**config.mk**
```make
export PLATFORM = sky130hd
export DESIGN_NAME = multicycle_controller
export DESIGN_NICKNAME = d
export VERILOG_FILES = /design/src/rtl/mips_defs_pkg.sv /design/src/rtl/alu_op_decoder.sv /design/src/rtl/multicycle_controller.sv
export SDC_FILE = /design/constraint.sdc
export NUM_CORES = 1
export LEC_CHECK = 0
export ABC_AREA = 1
export BUFFER_PORTS_ARGS = -buffer_cell sky130_fd_sc_hd__buf_4
export CAP_MARGIN = 20
export CORE_ASPECT_RATIO = 0.8
export CORE_MARGIN = 2
export CORE_UTILIZATION = 30
export CTS_CLUSTER_SIZE = 40
export DETAILED_ROUTE_END_ITERATION = 10
export GPL_TIMING_DRIVEN = 0
export MAX_ROUTING_LAYER = met4
export PLACE_DENSITY_LB_ADDON = 0.15
export SLEW_MARGIN = 10
export SYNTH_ARGS = -nofsm -noshare
export SYNTH_HDL_FRONTEND = slang
export SYNTH_SLANG_ARGS = --single-unit
```
**constraint.sdc**
```tcl
create_clock -name clk -period 2.1 [get_ports clk]
set_clock_uncertainty 0.2 [all_clocks]
set_input_delay 0.42 -clock clk [delete_from_list [all_inputs] [get_ports clk]]
set_output_delay 0.42 -clock clk [all_outputs]
set_load 0.1 [all_outputs]
```
**src/rtl/mips_defs_pkg.sv**
```systemverilog
// Shared MIPS definitions: opcode/funct encodings, ALU operation codes,
// controller state encoding and the per-state control bundle.
package mips_defs;

  localparam logic [5:0] OPC_RTYPE = 6'b000000;
  localparam logic [5:0] OPC_LW    = 6'b100011;
  localparam logic [5:0] OPC_SW    = 6'b101011;
  localparam logic [5:0] OPC_BEQ   = 6'b000100;
  localparam logic [5:0] OPC_BNE   = 6'b000101;
  localparam logic [5:0] OPC_ADDI  = 6'b001000;
  localparam logic [5:0] OPC_SLTI  = 6'b001010;
  localparam logic [5:0] OPC_ANDI  = 6'b001100;
  localparam logic [5:0] OPC_J     = 6'b000010;
  localparam logic [5:0] OPC_JAL   = 6'b000011;

  localparam logic [5:0] FN_ADD = 6'b100000;
  localparam logic [5:0] FN_SUB = 6'b100010;
  localparam logic [5:0] FN_AND = 6'b100100;
  localparam logic [5:0] FN_OR  = 6'b100101;
  localparam logic [5:0] FN_SLT = 6'b101010;
  localparam logic [5:0] FN_JR  = 6'b001000;

  localparam logic [2:0] ALUOP_AND = 3'b000;
  localparam logic [2:0] ALUOP_OR  = 3'b001;
  localparam logic [2:0] ALUOP_ADD = 3'b010;
  localparam logic [2:0] ALUOP_SUB = 3'b110;
  localparam logic [2:0] ALUOP_SLT = 3'b111;

  typedef enum logic [3:0] {
    S_FETCH, S_DECODE, S_MEM_ADR, S_MEM_RD, S_MEM_WB, S_MEM_WR, S_R_EX,
    S_R_WB, S_I_EX, S_I_WB, S_BRANCH, S_JUMP, S_JAL, S_JR
  } state_e;

  // What the ALU is being used for in a given state; AC_NONE yields 000.
  typedef enum logic [2:0] {
    AC_NONE, AC_ADD, AC_SUB, AC_FUNC, AC_IMM
  } alu_class_e;

  typedef struct packed {
    logic       pc_write;
    logic       iord;
    logic       mem_read;
    logic       mem_write;
    logic       ir_write;
    logic       reg_dst;
    logic       jal_sig1;
    logic       mem_to_reg;
    logic       jal_sig2;
    logic       reg_write;
    logic       alu_src_a;
    logic [1:0] alu_src_b;
    logic [1:0] pc_src;
    logic       instr_done;
    alu_class_e alu_class;
  } ctrl_t;

endpackage

```
**src/rtl/alu_op_decoder.sv**
```systemverilog
// ALU control decode: turns the state's ALU usage class plus opc/func into
// the 3-bit ALUOperation code. Purely combinational.
module alu_op_decoder
  import mips_defs::*;
(
  input  alu_class_e alu_class_i,
  input  logic [5:0] opc_i,
  input  logic [5:0] func_i,
  output logic [2:0] alu_op_o
);

  always_comb begin
    alu_op_o = ALUOP_AND;
    case (alu_class_i)
      AC_ADD: alu_op_o = ALUOP_ADD;
      AC_SUB: alu_op_o = ALUOP_SUB;
      AC_FUNC: begin
        // Unrecognised funct falls back to add; the register write still happens.
        case (func_i)
          FN_SUB:  alu_op_o = ALUOP_SUB;
          FN_AND:  alu_op_o = ALUOP_AND;
          FN_OR:   alu_op_o = ALUOP_OR;
          FN_SLT:  alu_op_o = ALUOP_SLT;
          default: alu_op_o = ALUOP_ADD;
        endcase
      end
      AC_IMM: begin
        case (opc_i)
          OPC_SLTI: alu_op_o = ALUOP_SLT;
          OPC_ANDI: alu_op_o = ALUOP_AND;
          default:  alu_op_o = ALUOP_ADD;
        endcase
      end
      default: alu_op_o = ALUOP_AND;
    endcase
  end

endmodule

```
**src/rtl/multicycle_controller.sv**
```systemverilog
// Moore main FSM for the multicycle MIPS datapath. Branch condition is folded
// into PCWrite; instr_done marks each instruction's final cycle.
module multicycle_controller
  import mips_defs::*;
#(
  parameter bit ENABLE_BNE = 1'b1
) (
  input  logic       clk,
  input  logic       rst,
  input  logic [5:0] opc,
  input  logic [5:0] func,
  input  logic       zero,
  output logic       PCWrite,
  output logic       IorD,
  output logic       MemRead,
  output logic       MemWrite,
  output logic       IRWrite,
  output logic       RegDst,
  output logic       JalSig1,
  output logic       MemToReg,
  output logic       JalSig2,
  output logic       RegWrite,
  output logic       ALUSrcA,
  output logic [1:0] ALUSrcB,
  output logic [2:0] ALUOperation,
  output logic [1:0] PCSrc,
  output logic       instr_done
);

  state_e state_q, state_d;
  ctrl_t  ctrl_d, ctrl_o;

  // NOTE: state registers use non-blocking assignment so every flop samples
  // pre-edge values; blocking here would create order-dependent simulation.
  always_ff @(posedge clk or posedge rst) begin
    if (rst) state_q <= S_FETCH;
    else     state_q <= state_d;
  end

  // NOTE: every signal written here gets a default first, so no path can
  // leave it unassigned and infer a latch.
  always_comb begin
    state_d = state_q;
    ctrl_d  = '0;
    case (state_q)
      S_FETCH: begin
        ctrl_d.mem_read  = 1'b1;
        ctrl_d.ir_write  = 1'b1;
        ctrl_d.alu_src_b = 2'd1;
        ctrl_d.alu_class = AC_ADD;
        ctrl_d.pc_write  = 1'b1;
        state_d          = S_DECODE;
      end
      S_DECODE: begin
        ctrl_d.alu_src_b = 2'd3;
        ctrl_d.alu_class = AC_ADD;
        case (opc)
          OPC_LW, OPC_SW:               state_d = S_MEM_ADR;
          OPC_RTYPE:                    state_d = (func == FN_JR) ? S_JR : S_R_EX;
          OPC_ADDI, OPC_SLTI, OPC_ANDI: state_d = S_I_EX;
          OPC_BEQ:                      state_d = S_BRANCH;
          OPC_J:                        state_d = S_JUMP;
          OPC_JAL:                      state_d = S_JAL;
          OPC_BNE: begin
            state_d           = ENABLE_BNE ? S_BRANCH : S_FETCH;
            ctrl_d.instr_done = !ENABLE_BNE;
          end
          default: begin
            state_d           = S_FETCH;
            ctrl_d.instr_done = 1'b1;
          end
        endcase
      end
      S_MEM_ADR: begin
        ctrl_d.alu_src_a = 1'b1;
        ctrl_d.alu_src_b = 2'd2;
        ctrl_d.alu_class = AC_ADD;
        state_d          = (opc == OPC_LW) ? S_MEM_RD : S_MEM_WR;
      end
      S_MEM_RD: begin
        ctrl_d.mem_read = 1'b1;
        ctrl_d.iord     = 1'b1;
        state_d         = S_MEM_WB;
      end
      S_MEM_WB: begin
        ctrl_d.reg_write  = 1'b1;
        ctrl_d.instr_done = 1'b1;
        state_d           = S_FETCH;
      end
      S_MEM_WR: begin
        ctrl_d.mem_write  = 1'b1;
        ctrl_d.iord       = 1'b1;
        ctrl_d.instr_done = 1'b1;
        state_d           = S_FETCH;
      end
      S_R_EX: begin
        ctrl_d.alu_src_a = 1'b1;
        ctrl_d.alu_class = AC_FUNC;
        state_d          = S_R_WB;
      end
      S_R_WB: begin
        ctrl_d.reg_write  = 1'b1;
        ctrl_d.reg_dst    = 1'b1;
        ctrl_d.mem_to_reg = 1'b1;
        ctrl_d.instr_done = 1'b1;
        state_d           = S_FETCH;
      end
      S_I_EX: begin
        ctrl_d.alu_src_a = 1'b1;
        ctrl_d.alu_src_b = 2'd2;
        ctrl_d.alu_class = AC_IMM;
        state_d          = S_I_WB;
      end
      S_I_WB: begin
        ctrl_d.reg_write  = 1'b1;
        ctrl_d.mem_to_reg = 1'b1;
        ctrl_d.instr_done = 1'b1;
        state_d           = S_FETCH;
      end
      S_BRANCH: begin
        ctrl_d.alu_src_a  = 1'b1;
        ctrl_d.alu_class  = AC_SUB;
        ctrl_d.pc_src     = 2'd2;
        ctrl_d.pc_write   = (opc == OPC_BNE) ? !zero : zero;
        ctrl_d.instr_done = 1'b1;
        state_d           = S_FETCH;
      end
      S_JUMP, S_JAL: begin
        ctrl_d.pc_src     = 2'd1;
        ctrl_d.pc_write   = 1'b1;
        ctrl_d.reg_write  = (state_q == S_JAL);
        ctrl_d.jal_sig1   = (state_q == S_JAL);
        ctrl_d.jal_sig2   = (state_q == S_JAL);
        ctrl_d.instr_done = 1'b1;
        state_d           = S_FETCH;
      end
      S_JR: begin
        ctrl_d.pc_src     = 2'd3;
        ctrl_d.pc_write   = 1'b1;
        ctrl_d.instr_done = 1'b1;
        state_d           = S_FETCH;
      end
      default: state_d = S_FETCH;
    endcase
  end

  // Outputs are held at zero while rst is high so no strobe leaks mid-abort.
  assign ctrl_o = rst ? '0 : ctrl_d;

  alu_op_decoder u_alu_op_decoder (
    .alu_class_i (ctrl_o.alu_class),
    .opc_i       (opc),
    .func_i      (func),
    .alu_op_o    (ALUOperation)
  );

  assign PCWrite    = ctrl_o.pc_write;
  assign IorD       = ctrl_o.iord;
  assign MemRead    = ctrl_o.mem_read;
  assign MemWrite   = ctrl_o.mem_write;
  assign IRWrite    = ctrl_o.ir_write;
  assign RegDst     = ctrl_o.reg_dst;
  assign JalSig1    = ctrl_o.jal_sig1;
  assign MemToReg   = ctrl_o.mem_to_reg;
  assign JalSig2    = ctrl_o.jal_sig2;
  assign RegWrite   = ctrl_o.reg_write;
  assign ALUSrcA    = ctrl_o.alu_src_a;
  assign ALUSrcB    = ctrl_o.alu_src_b;
  assign PCSrc      = ctrl_o.pc_src;
  assign instr_done = ctrl_o.instr_done;

endmodule

```
==> impl_metrics.prom, run 1 <==
# TYPE chip_impl_metric gauge
chip_impl_metric{name="synth_nets",unit=""} 162
chip_impl_metric{name="worstPathRequired",unit="ns"} 1.48
chip_impl_metric{name="placedCellCount",unit=""} 207
chip_impl_metric{name="largest_register_ff_count",unit=""} 4
chip_impl_metric{name="globalRouteMet2Util",unit="%"} 34.24
chip_impl_info{name="root_buf_cell",value="sky130_fd_sc_hd__clkbuf_4"} 1
chip_impl_metric{name="final-setup-viol-count",unit=""} 17
chip_impl_metric{name="slew_headroom",unit="%"} 68.92
chip_impl_metric{name="power_per_cell_area",unit="nW/um^2"} 821.0
chip_impl_metric{name="fin_crit_sh",unit="%"} 115.1
chip_impl_metric{name="p_leak",unit="nW"} 0.8513
chip_impl_metric{name="synthDistinctLibCells",unit=""} 25
chip_impl_metric{name="worstMarginPinSlew",unit="ns"} 0.4662
chip_impl_metric{name="cp.depth",unit=""} 8
chip_impl_metric{name="layout_min_cycle_time",unit="ns"} 2.416
chip_impl_info{name="synth_top_family_by_area",value="simple AND/OR/NAND/NOR gates"} 1
chip_impl_metric{name="drt-initial-drc-count",unit=""} 74
chip_impl_metric{name="die_area",unit="um^2"} 2912
chip_impl_info{name="regMostFlops",value="state_q"} 1
chip_impl_info{name="timing.critical_path.to_type",value="primary output"} 1
chip_impl_metric{name="fraction_of_layout_cells_with_a_size_suffix_above_1",unit="%"} 55.02
chip_impl_info{name="crit_slowest_cell",value="sky130_fd_sc_hd__dfrtp_2"} 1
chip_impl_metric{name="clock_tree.htree_level_count",unit=""} 1
chip_impl_metric{name="multi_input_comb_area",unit="um^2"} 777.0
chip_impl_metric{name="post_synth_xor_area_fraction",unit="%"} 0
chip_impl_metric{name="post_synth_inst_count",unit=""} 147
chip_impl_info{name="layout_commonest_cell",value="sky130_fd_sc_hd__nand2_1"} 1
chip_impl_metric{name="globalplace.congestion",unit=""} 0.8511
chip_impl_metric{name="dp.final_hpwl",unit="um"} 2073
chip_impl_metric{name="synth_sequential_area_ratio",unit="%"} 13.38
chip_impl_metric{name="critical_path.max_stage_delay",unit="ns"} 0.44
chip_impl_metric{name="detail_route.wirelength",unit="um"} 3902
chip_impl_metric{name="adder_cell_fraction_of_synth_area",unit="%"} 0
chip_impl_metric{name="ir_drop",unit="V"} 0.0004177
chip_impl_info{name="rsz0062_at_grt",value="true"} 1
chip_impl_metric{name="post_synthesis_compound_gate_area_fraction",unit="%"} 15.55
chip_impl_metric{name="max-cap-violations",unit=""} 0
chip_impl_metric{name="smallest_setup_slack_after_layout",unit="ns"} -0.3163
chip_impl_metric{name="via_per_inst",unit=""} 5.403
chip_impl_metric{name="globalRoute.totalOverflow",unit=""} 0
chip_impl_metric{name="synth_mux_area_share",unit="%"} 0
chip_impl_metric{name="global_route.usage.met3",unit="%"} 2.406
chip_impl_metric{name="grt_first_pass_wirelength",unit="um"} 4636
chip_impl_metric{name="drc",unit=""} 0
chip_impl_metric{name="insertedDiodeCount",unit=""} 0
chip_impl_metric{name="max_freq",unit="MHz"} 413.9
chip_impl_metric{name="numPortBuffers",unit=""} 33
chip_impl_metric{name="postRouteAntennaNets",unit=""} 0
chip_impl_metric{name="clk_pin_slew",unit="ns"} 0.04
chip_impl_metric{name="num-nets-final",unit=""} 225
chip_impl_info{name="critical_path.top_delay_family",value="simple AND/OR/NAND/NOR gates"} 1
chip_impl_metric{name="gr-usage-met1",unit="%"} 25.90
chip_impl_metric{name="clk-insertion-delay-late",unit="ns"} 0.24
chip_impl_metric{name="design.portCount",unit=""} 34
chip_impl_metric{name="post-layout-total-power",unit="mW"} 1.452
chip_impl_info{name="outcome",value="finished, violations left"} 1
chip_impl_info{name="worst_hold_check_path_type",value="input pin to flop"} 1
chip_impl_metric{name="worst_ep_arrival_time",unit="ns"} 1.80
chip_impl_metric{name="syn-mean-instance-area",unit="um^2"} 5.090
chip_impl_info{name="worst-setup-path-type",value="flop to primary output"} 1
chip_impl_metric{name="row_count",unit=""} 16
chip_impl_metric{name="fill_cells",unit=""} 160
chip_impl_metric{name="die_height",unit="um"} 48.67
chip_impl_info{name="tritoncts",value="yes"} 1
chip_impl_metric{name="cts.sinks",unit=""} 4
chip_impl_metric{name="final_cells",unit=""} 236
chip_impl_info{name="failed_checks",value="negative setup slack"} 1
chip_impl_metric{name="netlist_area",unit="um^2"} 748.2
chip_impl_metric{name="chipWidth",unit="um"} 59.84
chip_impl_info{name="path_cells",value="clkinv_4 -> nand2_1 -> nor2_1 -> inv_1 -> nand2_1 -> nor3_2 -> a21oi_4 -> buf_12"} 1
chip_impl_metric{name="ctsLongestPathBuffers",unit=""} 2
chip_impl_info{name="r2r-start",value="state_q[3]"} 1
chip_impl_info{name="min-delay-start",value="opc[5]"} 1
chip_impl_metric{name="cts_made_buffers",unit=""} 3
chip_impl_metric{name="grt_antenna_before_repair",unit=""} 0
chip_impl_metric{name="yosys_register_bits",unit=""} 4
chip_impl_metric{name="detail_route.first_pass.iterations",unit=""} 4
chip_impl_metric{name="initial_core_util",unit="%"} 31.15
chip_impl_metric{name="core_area",unit="um^2"} 2402
chip_impl_metric{name="grt_pass1_vias",unit=""} 1096
chip_impl_metric{name="worst_path_bufs_invs",unit=""} 3
chip_impl_info{name="path_common_cell",value="sky130_fd_sc_hd__nand2_1"} 1
chip_impl_metric{name="register_area",unit="um^2"} 105.1
chip_impl_metric{name="global_route_usage_over_all_layers",unit="%"} 20.94
chip_impl_info{name="largest_registers",value="state_q: 4 flops"} 1
chip_impl_metric{name="yosys.area_share.simple",unit="%"} 57.02
chip_impl_info{name="final_cell_mix",value="31 x sky130_fd_sc_hd__nand2_1, 29 x sky130_fd_sc_hd__buf_4, 17 x sky130_fd_sc_hd__inv_1, 17 x sky130_fd_sc_hd__buf_12, 16 x sky130_fd_sc_hd__nor2_1"} 1
chip_impl_info{name="crit_path_start",value="state_q[3]"} 1
chip_impl_metric{name="area_growth_syn_to_layout",unit="%"} 136.5
chip_impl_info{name="routing_layer_with_the_top_usage_in_global_route",value="met2"} 1
chip_impl_metric{name="maximum_number_of_pins_on_one_net_before_global_route_repair",unit=""} 11
chip_impl_metric{name="ys.warnings.count",unit=""} 0
chip_impl_metric{name="hold-path-cell-count",unit=""} 5
chip_impl_metric{name="route.vias.total",unit=""} 1275
chip_impl_metric{name="timing.critical_path.fanout_max",unit=""} 5
chip_impl_metric{name="timing.reg2reg.worst_path_depth",unit=""} 6
chip_impl_metric{name="timing.final.max_slew_violations",unit=""} 0
chip_impl_info{name="crit_path_start_kind",value="flop"} 1
chip_impl_metric{name="timing.final.hold_violations",unit=""} 0
chip_impl_metric{name="detail_routed_net_length_per_standard_cell",unit="um"} 16.53
[area by class of cell]
class,instances,area share [%]
Tap cell,27,1.909
Timing Repair Buffer,58,38.61
Multi-Input combinational cell,116,43.92
Sequential cell,4,5.941
Buffer,2,1.768
Clock buffer,4,1.485
Inverter,25,6.365
[Yosys cell counts, drive strengths merged]
| master | n | share of area [%] |
|---|---|---|
| o21ai | 12 | 8.0 |
| nor4 | 3 | 2.5 |
| nand3b | 1 | 1.0 |
| nor2 | 27 | 16 |
| inv | 25 | 13 |
| o22ai | 1 | 0.84 |
| or2 | 1 | 0.84 |
| nor3 | 4 | 3.3 |
| dfrtp | 4 | 13 |
| nand3 | 11 | 7.4 |
| nand2 | 45 | 24 |
| a31oi | 1 | 0.84 |
| o21a | 1 | 1.0 |
| a21oi | 5 | 3.8 |
| nand4 | 3 | 2.5 |
| a22oi | 1 | 1.0 |
| buf | 2 | 1.5 |
[worst min-delay path: cells and delay by family]
kind          cells  cell delay (ns)
buf+inv           1             0.12
simple gates      4             0.26
[worst paths after layout]
path,end,slack (ns)
min reg2reg,state_q[2],0.55
max,instr_done,-0.32
max in group asynchronous,state_q[1],0.93
min,state_q[1],0.41
min in group asynchronous,state_q[2],0.58
max reg2reg,state_q[3],0.48
[layer usage]
| metal | vias to the layer above | wire length [um] |
|---|---|---|
| li1 | 594 | - |
| met1 | 570 | 1427 |
| met2 | 85 | 2005 |
| met3 | 26 | 220 |
| met4 | 0 | 248 |
| met5 | - | 0 |
[cells by family (layout without fill, tap and decap cells)]
family | count (synthesis) | after routing
AO/OA/AOI/OAI | 21 | 21
buffers and inverters | 27 | 89
flip-flops | 4 | 4
AND/OR/NAND/NOR | 95 | 95
[report_power, final]
group          total [mW]  leakage, nW  switching [mW]  internal (mW)
combinational        1.22        0.789           0.776          0.439
sequential          0.133       0.0472          0.0352         0.0980
clock               0.104       0.0150          0.0326         0.0714
[repair_timing]
| item | CTS | global route |
|---|---|---|
| gates resized for setup | 56 | 37 |
| endpoints found under the setup margin | 17 | 18 |
| pin swaps | 11 | 11 |
| endpoints found under the hold margin | 4 | 0 |
| setup buffers | 14 | 10 |
| hold buffers | 1 | 0 |
[through the flow]
step / TNS, ns / setup WS (ns) / hold slack [ns] / cell area (um^2) / util (%)
finish: -2.796 / -0.3163 / 0.4084 / 1769 / 73.65
global route: -3.735 / -0.3599 / 0.4298 / 1769 / 73.65
CTS: -1.081 / -0.1658 / 0.4004 / 1558 / 64.84
detailed placement: -1.756 / -0.2982 / 0.1707 / 1194 / 49.69
global placement: -1.396 / -0.2614 / 0.1664 / 1194 / 49.69
floorplan: -2.718 / -0.3719 / -0.003356 / 912.1 / -
Power figures use the tool's default switching activity.
==> run 2, diff against run 1 <==
==> constraint.sdc (replaced) <==
create_clock -name clk -period 2.1 [get_ports clk]
set_clock_uncertainty 0.2 [all_clocks]
set_input_delay 0.105 -clock clk [delete_from_list [all_inputs] [get_ports clk]]
set_output_delay 0.105 -clock clk [all_outputs]
set_load 0.1 [all_outputs]
==> impl_metrics.prom, run 2 (synthesis results as in run 1) <==
# TYPE chip_impl_metric gauge
chip_impl_info{name="timing.critical_path.to_type",value="primary output"} 1
chip_impl_metric{name="max_freq",unit="MHz"} 495.4
chip_impl_metric{name="max-cap-violations",unit=""} 0
chip_impl_metric{name="routed-wl-met3",unit="um"} 111
chip_impl_info{name="regMostFlops",value="state_q"} 1
chip_impl_metric{name="fill_cells",unit=""} 250
chip_impl_metric{name="clk-insertion-delay-late",unit="ns"} 0.23
chip_impl_metric{name="global_route_usage_over_all_layers",unit="%"} 17.37
chip_impl_metric{name="combPwrFrac",unit="%"} 80.2
chip_impl_metric{name="ir_drop",unit="V"} 0.0005515
chip_impl_metric{name="dp.final_hpwl",unit="um"} 1965
chip_impl_metric{name="critical_path.max_stage_delay",unit="ns"} 0.43
chip_impl_info{name="max_used_layer",value="met4"} 1
chip_impl_metric{name="worst_ep_arrival_time",unit="ns"} 1.71
chip_impl_metric{name="intPower",unit="mW"} 0.4063
chip_impl_info{name="path_cells",value="nor2_2 -> nand2_2 -> nor3_4 -> buf_12 -> buf_4"} 1
chip_impl_metric{name="globalRoute.totalOverflow",unit=""} 0
chip_impl_metric{name="detail_routed_net_length_per_standard_cell",unit="um"} 10.93
chip_impl_metric{name="numPortBuffers",unit=""} 33
chip_impl_metric{name="grt_antenna_before_repair",unit=""} 0
chip_impl_metric{name="detail_route.wirelength",unit="um"} 2328
chip_impl_metric{name="grt_pass1_vias",unit=""} 925
chip_impl_metric{name="cts.sinks",unit=""} 4
chip_impl_info{name="crit_slowest_cell",value="sky130_fd_sc_hd__dfrtp_1"} 1
chip_impl_metric{name="m1WireLength",unit="um"} 1190
chip_impl_metric{name="placedCellCount",unit=""} 207
chip_impl_metric{name="timing.reg2reg.worst_path_depth",unit=""} 6
chip_impl_metric{name="p_sw_share",unit="%"} 63.77
chip_impl_metric{name="smallest_setup_slack_after_layout",unit="ns"} 0.08159
chip_impl_info{name="layout_commonest_cell",value="sky130_fd_sc_hd__nand2_1"} 1
chip_impl_metric{name="clock_tree.htree_level_count",unit=""} 1
chip_impl_metric{name="met2RoutedLength",unit="um"} 995
chip_impl_metric{name="largest_register_ff_count",unit=""} 4
chip_impl_metric{name="worstMarginPinSlew",unit="ns"} 0.8508
chip_impl_info{name="rsz0062_at_grt",value="false"} 1
chip_impl_metric{name="layout_min_cycle_time",unit="ns"} 2.018
chip_impl_metric{name="finish.utilization",unit="%"} 52.55
chip_impl_metric{name="maximum_number_of_pins_on_one_net_before_global_route_repair",unit=""} 11
chip_impl_metric{name="final-setup-viol-count",unit=""} 0
chip_impl_metric{name="row_count",unit=""} 16
chip_impl_info{name="crit_path_start_kind",value="flop"} 1
chip_impl_metric{name="core_area",unit="um^2"} 2402
chip_impl_metric{name="detail_route.first_pass.iterations",unit=""} 4
chip_impl_info{name="worst-setup-path-type",value="flop to primary output"} 1
chip_impl_info{name="outcome",value="completed"} 1
chip_impl_metric{name="drt-initial-drc-count",unit=""} 41
chip_impl_metric{name="finalInstanceArea",unit="um^2"} 1262
chip_impl_metric{name="insertedDiodeCount",unit=""} 0
chip_impl_metric{name="design.portCount",unit=""} 34
chip_impl_metric{name="timing.critical_path.fanout_max",unit=""} 4
chip_impl_metric{name="fraction_of_layout_cells_with_a_size_suffix_above_1",unit="%"} 41.40
chip_impl_metric{name="postRouteAntennaNets",unit=""} 0
chip_impl_metric{name="final_cells",unit=""} 213
chip_impl_metric{name="clock_power_share",unit="%"} 8.3
chip_impl_metric{name="worst_path_bufs_invs",unit=""} 2
chip_impl_metric{name="chipWidth",unit="um"} 59.84
chip_impl_metric{name="area_growth_syn_to_layout",unit="%"} 68.73
chip_impl_metric{name="initial_core_util",unit="%"} 31.15
chip_impl_metric{name="netSwitchingPower",unit="mW"} 0.7152
chip_impl_metric{name="die_height",unit="um"} 48.67
chip_impl_info{name="final_cell_mix",value="39 x sky130_fd_sc_hd__nand2_1, 30 x sky130_fd_sc_hd__buf_4, 19 x sky130_fd_sc_hd__inv_1, 17 x sky130_fd_sc_hd__nor2_1, 10 x sky130_fd_sc_hd__nand3_1"} 1
chip_impl_metric{name="die_area",unit="um^2"} 2912
chip_impl_metric{name="place_area",unit="um^2"} 1147
chip_impl_metric{name="drc",unit=""} 0
chip_impl_metric{name="p_leak",unit="nW"} 0.6572
chip_impl_metric{name="ctsLongestPathBuffers",unit=""} 2
chip_impl_metric{name="dpl_ws",unit="ns"} -0.01606
chip_impl_metric{name="hold-path-cell-count",unit=""} 5
chip_impl_metric{name="worstPathRequired",unit="ns"} 1.79
chip_impl_metric{name="cts_made_buffers",unit=""} 3
chip_impl_metric{name="num-nets-final",unit=""} 203
chip_impl_metric{name="timing.final.hold_violations",unit=""} 0
chip_impl_metric{name="grt_first_pass_wirelength",unit="um"} 3898
chip_impl_metric{name="timing.final.max_slew_violations",unit=""} 0
chip_impl_metric{name="power_per_cell_area",unit="nW/um^2"} 888.4
chip_impl_metric{name="fin_crit_sh",unit="%"} 96.11
chip_impl_metric{name="p_seq_share",unit="%"} 11.4
chip_impl_metric{name="route.vias.total",unit=""} 1046
chip_impl_info{name="critical_path.top_delay_family",value="simple AND/OR/NAND/NOR gates"} 1
chip_impl_metric{name="cp.depth",unit=""} 5
chip_impl_metric{name="slew_headroom",unit="%"} 43.28
chip_impl_metric{name="via_per_inst",unit=""} 4.911
chip_impl_metric{name="globalplace.congestion",unit=""} 0.8984
chip_impl_info{name="root_buf_cell",value="sky130_fd_sc_hd__clkbuf_4"} 1
chip_impl_info{name="worst_hold_check_path_type",value="input pin to flop"} 1
chip_impl_metric{name="clk_pin_slew",unit="ns"} 0.04
chip_impl_info{name="largest_registers",value="state_q: 4 flops"} 1
chip_impl_info{name="tritoncts",value="yes"} 1
==> run 2: what timing repair did <==
action | in CTS | in global routing
setup endpoints to repair | 6 | 8
pin swaps | 0 | 2
endpoints found under the hold margin | 4 | 0
gates resized for setup | 10 | 15
buffers inserted | 0 | 2
hold buffers | 1 | 0
==> run 2: worst paths after layout <==
path	startpoint	end	slack, ns
worst max-delay path	state_q[0]	JalSig2	0.08
worst min-delay path	opc[5]	state_q[1]	0.10
worst max register to register	state_q[2]	state_q[3]	0.68
worst min register to register	state_q[2]	state_q[2]	0.46
max in group asynchronous	rst	state_q[2]	1.22
min in group asynchronous	rst	state_q[0]	0.29
==> run 2: cell type report <==
| type | count | area (um^2) | share of cell area (%) |
|---|---|---|---|
| Clock buffer | 3 | 22.52 | 1.784 |
| Tap cell | 27 | 33.78 | 2.676 |
| Multi-Input combinational cell | 116 | 670.6 | 53.12 |
| Timing Repair Buffer | 36 | 304.0 | 24.08 |
| Sequential cell | 4 | 103.9 | 8.226 |
| Buffer | 2 | 23.77 | 1.883 |
| Inverter | 25 | 103.9 | 8.226 |
==> run 2: per-layer routing <==
layer,GRT usage (%),up-vias
met5,-,-
met4,5.556,0
met1,26.47,459
met2,24.64,30
li1,-,553
met3,0.2674,4
==> run 2: metrics by stage <==
step,setup TNS [ns],power (mW),hold slack [ns]
after floorplan,-0.2803,0.7824,-0.2873
after global placement,-0.02081,0.9416,-0.1137
after detailed placement,-0.01606,0.9410,-0.1131
after CTS,0,1.083,0.09199
after global routing,0,1.179,0.1165
final,0,1.122,0.1032
==> run 2: worst min-delay path, cell delays in order <==
cell and delay (ns):
sky130_fd_sc_hd__buf_4 0.12, sky130_fd_sc_hd__nand4_1 0.11, sky130_fd_sc_hd__nand2_1 0.05, sky130_fd_sc_hd__nand2_1 0.05, sky130_fd_sc_hd__nand2_1 0.05
==> run 2: power groups by stage <==
| stage | clock, mW | sequential [mW] | combinational (mW) |
|---|---|---|---|
| final | 0.0935 | 0.128 | 0.900 |
| after global routing | 0.102 | 0.130 | 0.947 |
| after CTS | 0.0988 | 0.123 | 0.860 |
| after detailed placement | 0 | 0.123 | 0.818 |
| after global placement | 0 | 0.122 | 0.819 |
| after floorplan | 0 | 0.117 | 0.665 |
==> run 3, diff against run 2 <==
SYNTH_HIERARCHICAL = 1   (was default)
==> impl_metrics.prom, run 3 <==
# TYPE chip_impl_metric gauge
chip_impl_info{name="outcome",value="finished, violations left"} 1
chip_impl_info{name="failed_checks",value="negative setup slack"} 1
chip_impl_metric{name="post_synth_inst_count",unit=""} 191
chip_impl_metric{name="largest_register_ff_count",unit=""} 4
chip_impl_metric{name="yosys_register_bits",unit=""} 4
chip_impl_info{name="r2r-start",value="state_q[0]"} 1
chip_impl_metric{name="area_growth_syn_to_layout",unit="%"} 66.49
chip_impl_info{name="worst_hold_check_path_type",value="input pin to flop"} 1
chip_impl_metric{name="clk_pin_slew",unit="ns"} 0.03
chip_impl_metric{name="worstMarginPinSlew",unit="ns"} 0.7027
chip_impl_info{name="yosys-top-cells-count",value="48 x sky130_fd_sc_hd__nand2_1, 38 x sky130_fd_sc_hd__nor2_1, 34 x sky130_fd_sc_hd__inv_1, 18 x sky130_fd_sc_hd__nand3_1, 7 x sky130_fd_sc_hd__a21oi_1"} 1
chip_impl_metric{name="p_seq_share",unit="%"} 9.6
chip_impl_metric{name="dpl_ws",unit="ns"} -0.2474
chip_impl_metric{name="final-setup-viol-count",unit=""} 3
chip_impl_metric{name="worstPathRequired",unit="ns"} 1.79
chip_impl_metric{name="globalplace.congestion",unit=""} 0.8379
chip_impl_metric{name="grt_pass1_vias",unit=""} 1154
chip_impl_metric{name="p_leak",unit="nW"} 0.8341
chip_impl_metric{name="synth_nets",unit=""} 206
chip_impl_metric{name="design.portCount",unit=""} 34
chip_impl_info{name="ys.flop_type",value="sky130_fd_sc_hd__dfrtp_1"} 1
chip_impl_metric{name="drc",unit=""} 0
chip_impl_metric{name="detail_routed_net_length_per_standard_cell",unit="um"} 10.86
chip_impl_info{name="root_buf_cell",value="sky130_fd_sc_hd__clkbuf_8"} 1
chip_impl_metric{name="detail_route.wirelength",unit="um"} 3029
chip_impl_metric{name="intPower",unit="mW"} 0.5201
chip_impl_info{name="min-delay-start",value="opc[3]"} 1
chip_impl_metric{name="die_height",unit="um"} 54.29
chip_impl_metric{name="grt_antenna_before_repair",unit=""} 0
chip_impl_metric{name="worst_ep_arrival_time",unit="ns"} 1.95
chip_impl_metric{name="timing.critical_path.fanout_max",unit=""} 6
chip_impl_metric{name="smallest_setup_slack_after_layout",unit="ns"} -0.1551
chip_impl_metric{name="global_route_usage_over_all_layers",unit="%"} 18.20
chip_impl_metric{name="fraction_of_layout_cells_with_a_size_suffix_above_1",unit="%"} 41.42
chip_impl_info{name="tritoncts",value="yes"} 1
chip_impl_metric{name="row_count",unit=""} 18
chip_impl_metric{name="via_per_inst",unit=""} 4.502
chip_impl_metric{name="globalRoute.totalOverflow",unit=""} 0
chip_impl_metric{name="num-nets-final",unit=""} 256
chip_impl_metric{name="power_per_cell_area",unit="nW/um^2"} 817.0
chip_impl_metric{name="drt-initial-drc-count",unit=""} 65
chip_impl_metric{name="synth_top_area_share",unit="%"} 19.00
chip_impl_metric{name="netlist_area",unit="um^2"} 948.4
chip_impl_info{name="largest_registers",value="state_q: 4 flops"} 1
chip_impl_info{name="crit_path_start",value="state_q[3]"} 1
chip_impl_info{name="yosysMostFrequentCell",value="sky130_fd_sc_hd__nand2_1"} 1
chip_impl_metric{name="route.vias.total",unit=""} 1256
chip_impl_metric{name="timing.final.max_slew_violations",unit=""} 0
chip_impl_metric{name="finalSetupTns",unit="ns"} -0.3007
chip_impl_metric{name="synthDistinctLibCells",unit=""} 25
chip_impl_metric{name="cts_made_buffers",unit=""} 3
chip_impl_info{name="post-synth-top-area-cell",value="sky130_fd_sc_hd__nand2_1"} 1
chip_impl_info{name="final_cell_mix",value="43 x sky130_fd_sc_hd__nand2_1, 42 x sky130_fd_sc_hd__buf_4, 32 x sky130_fd_sc_hd__nor2_1, 30 x sky130_fd_sc_hd__inv_1, 17 x sky130_fd_sc_hd__nand3_1"} 1
chip_impl_metric{name="ctsLongestPathBuffers",unit=""} 2
chip_impl_metric{name="timing.final.hold_violations",unit=""} 0
chip_impl_metric{name="grt_first_pass_wirelength",unit="um"} 4974
chip_impl_info{name="layout_commonest_cell",value="sky130_fd_sc_hd__nand2_1"} 1
chip_impl_metric{name="synth_sequential_area_ratio",unit="%"} 10.55
chip_impl_metric{name="die_area",unit="um^2"} 3630
chip_impl_metric{name="synth-edff-count",unit=""} 0
chip_impl_info{name="crit_path_start_kind",value="flop"} 1
chip_impl_info{name="regMostFlops",value="state_q"} 1
chip_impl_metric{name="postRouteAntennaNets",unit=""} 0
chip_impl_metric{name="clock_tree.htree_level_count",unit=""} 1
chip_impl_metric{name="fin_crit_sh",unit="%"} 107.4
chip_impl_metric{name="initial_core_util",unit="%"} 30.96
chip_impl_metric{name="maximum_number_of_pins_on_one_net_before_global_route_repair",unit=""} 11
chip_impl_metric{name="chipWidth",unit="um"} 66.86
chip_impl_metric{name="max-cap-violations",unit=""} 0
chip_impl_metric{name="layout_min_cycle_time",unit="ns"} 2.255
chip_impl_metric{name="p_sw_share",unit="%"} 59.68
chip_impl_metric{name="post-layout-total-power",unit="mW"} 1.290
chip_impl_metric{name="clk-insertion-delay-late",unit="ns"} 0.22
chip_impl_info{name="worst-setup-path-type",value="flop to primary output"} 1
chip_impl_metric{name="ir_drop",unit="V"} 0.0004030
chip_impl_metric{name="combPwrFrac",unit="%"} 78.0
chip_impl_metric{name="dp.final_hpwl",unit="um"} 2141
chip_impl_metric{name="slew_headroom",unit="%"} 53.15
chip_impl_metric{name="core_area",unit="um^2"} 3063
chip_impl_metric{name="insertedDiodeCount",unit=""} 0
chip_impl_metric{name="max_freq",unit="MHz"} 443.4
chip_impl_info{name="rsz0062_at_grt",value="true"} 1
chip_impl_metric{name="clock_power_share",unit="%"} 12.4
chip_impl_metric{name="ys.warnings.count",unit=""} 6
chip_impl_metric{name="synthArstFlopShare",unit="%"} 100.0
chip_impl_metric{name="numPortBuffers",unit=""} 32
chip_impl_metric{name="syn-mean-instance-area",unit="um^2"} 4.965
chip_impl_metric{name="cts.sinks",unit=""} 4
chip_impl_metric{name="detail_route.first_pass.iterations",unit=""} 4
chip_impl_info{name="post_synth_main_area_contributors",value="sky130_fd_sc_hd__nand2_1 19%, sky130_fd_sc_hd__nor2_1 15%, sky130_fd_sc_hd__inv_1 13%, sky130_fd_sc_hd__dfrtp_1 11%, sky130_fd_sc_hd__nand3_1 9.5%"} 1
chip_impl_info{name="timing.critical_path.to_type",value="primary output"} 1
chip_impl_metric{name="netSwitchingPower",unit="mW"} 0.7699
[run 3: cell types whose count changed in the layout (fill, tap and decap cells not counted), sizes merged, moves of 3 or more]
cell / previous run / this run
nand2: 45 / 51
o21ai: 12 / 7
nand3: 11 / 19
nor4: 3 / 0
buf: 37 / 50
nor2: 27 / 47
inv: 23 / 38
[run 3: path summary, 6_finish.rpt]
check	end	slack, ns	cells after the start
setup / recovery	ALUOperation[1]	-0.16	13
hold / removal	state_q[2]	0.05	3
setup reg to reg	state_q[2]	0.60	6
hold reg to reg	state_q[1]	0.56	5
max in group asynchronous	state_q[2]	1.20	3
min in group asynchronous	state_q[3]	0.31	3
[run 3: layer usage]
layer	part of all wire (%)	vias up	track usage, %	routed length, um
li1	-	679	-	-
met1	49	541	25.53	1475
met2	46	36	29.17	1403
met3	4.9	0	3.086	149
met4	0	0	0.6803	0
met5	0	-	-	0
[run 3: repair_timing]
action | 4_1_cts | 5_1_grt
gates resized for setup | 27 | 12
setup buffers | 9 | 3
hold buffers | 1 | 0
endpoints found under the setup margin | 3 | 8
endpoints found under the hold margin | 4 | 0
pin swaps | 5 | 5
[run 3: critical path, cell delays in order, from the launching register on]
cell and delay (ns):
sky130_fd_sc_hd__dfrtp_1 0.40, sky130_fd_sc_hd__inv_4 0.11, sky130_fd_sc_hd__buf_12 0.11, sky130_fd_sc_hd__nand2_4 0.08, sky130_fd_sc_hd__nor3_4 0.13, sky130_fd_sc_hd__o21bai_2 0.15, sky130_fd_sc_hd__inv_1 0.08, sky130_fd_sc_hd__nand2_2 0.09
sky130_fd_sc_hd__nor2_4 0.06, sky130_fd_sc_hd__nand3_4 0.07, sky130_fd_sc_hd__nand2_1 0.06, sky130_fd_sc_hd__nor2_2 0.15, sky130_fd_sc_hd__nand2_4 0.06, sky130_fd_sc_hd__buf_12 0.16
[run 3: cells by family after synthesis]
group,synth area share (%)
simple gates,58.31
flops,10.55
compound gates,11.21
buf+inv,19.92
[run 3: area by class of cell]
type / instances / area (um^2)
plain buffers: 7 / 46.29
repair buffers: 45 / 401.6
inverters: 38 / 145.1
flip-flops and latches: 4 / 102.6
well taps: 40 / 50.05
fillers: 330 / 1484
clock buffers: 3 / 41.29
multi-input cells: 142 / 792.0
[run 3: per-stage QoR]
stage / hold WS [ns] / util (%) / std cells / area [um^2]
after CTS: 0.04345 / 48.90 / 276 / 1498
after global placement: -0.07809 / 41.87 / 263 / 1282
after global routing: 0.05238 / 51.55 / 279 / 1579
after floorplan: -0.1378 / - / 191 / 992.2
final: 0.05386 / 51.55 / 279 / 1579
after detailed placement: -0.07161 / 41.87 / 263 / 1282
[run 3: power groups by stage]
stage | clock (mW) | combinational, mW | sequential (mW)
6_report | 0.160 | 1.01 | 0.123
5_1_grt | 0.171 | 1.07 | 0.127
4_1_cts | 0.166 | 0.952 | 0.121
3_5_place_dp | 0 | 0.843 | 0.126
3_3_place_gp | 0 | 0.845 | 0.127
2_1_floorplan | 0 | 0.683 | 0.120
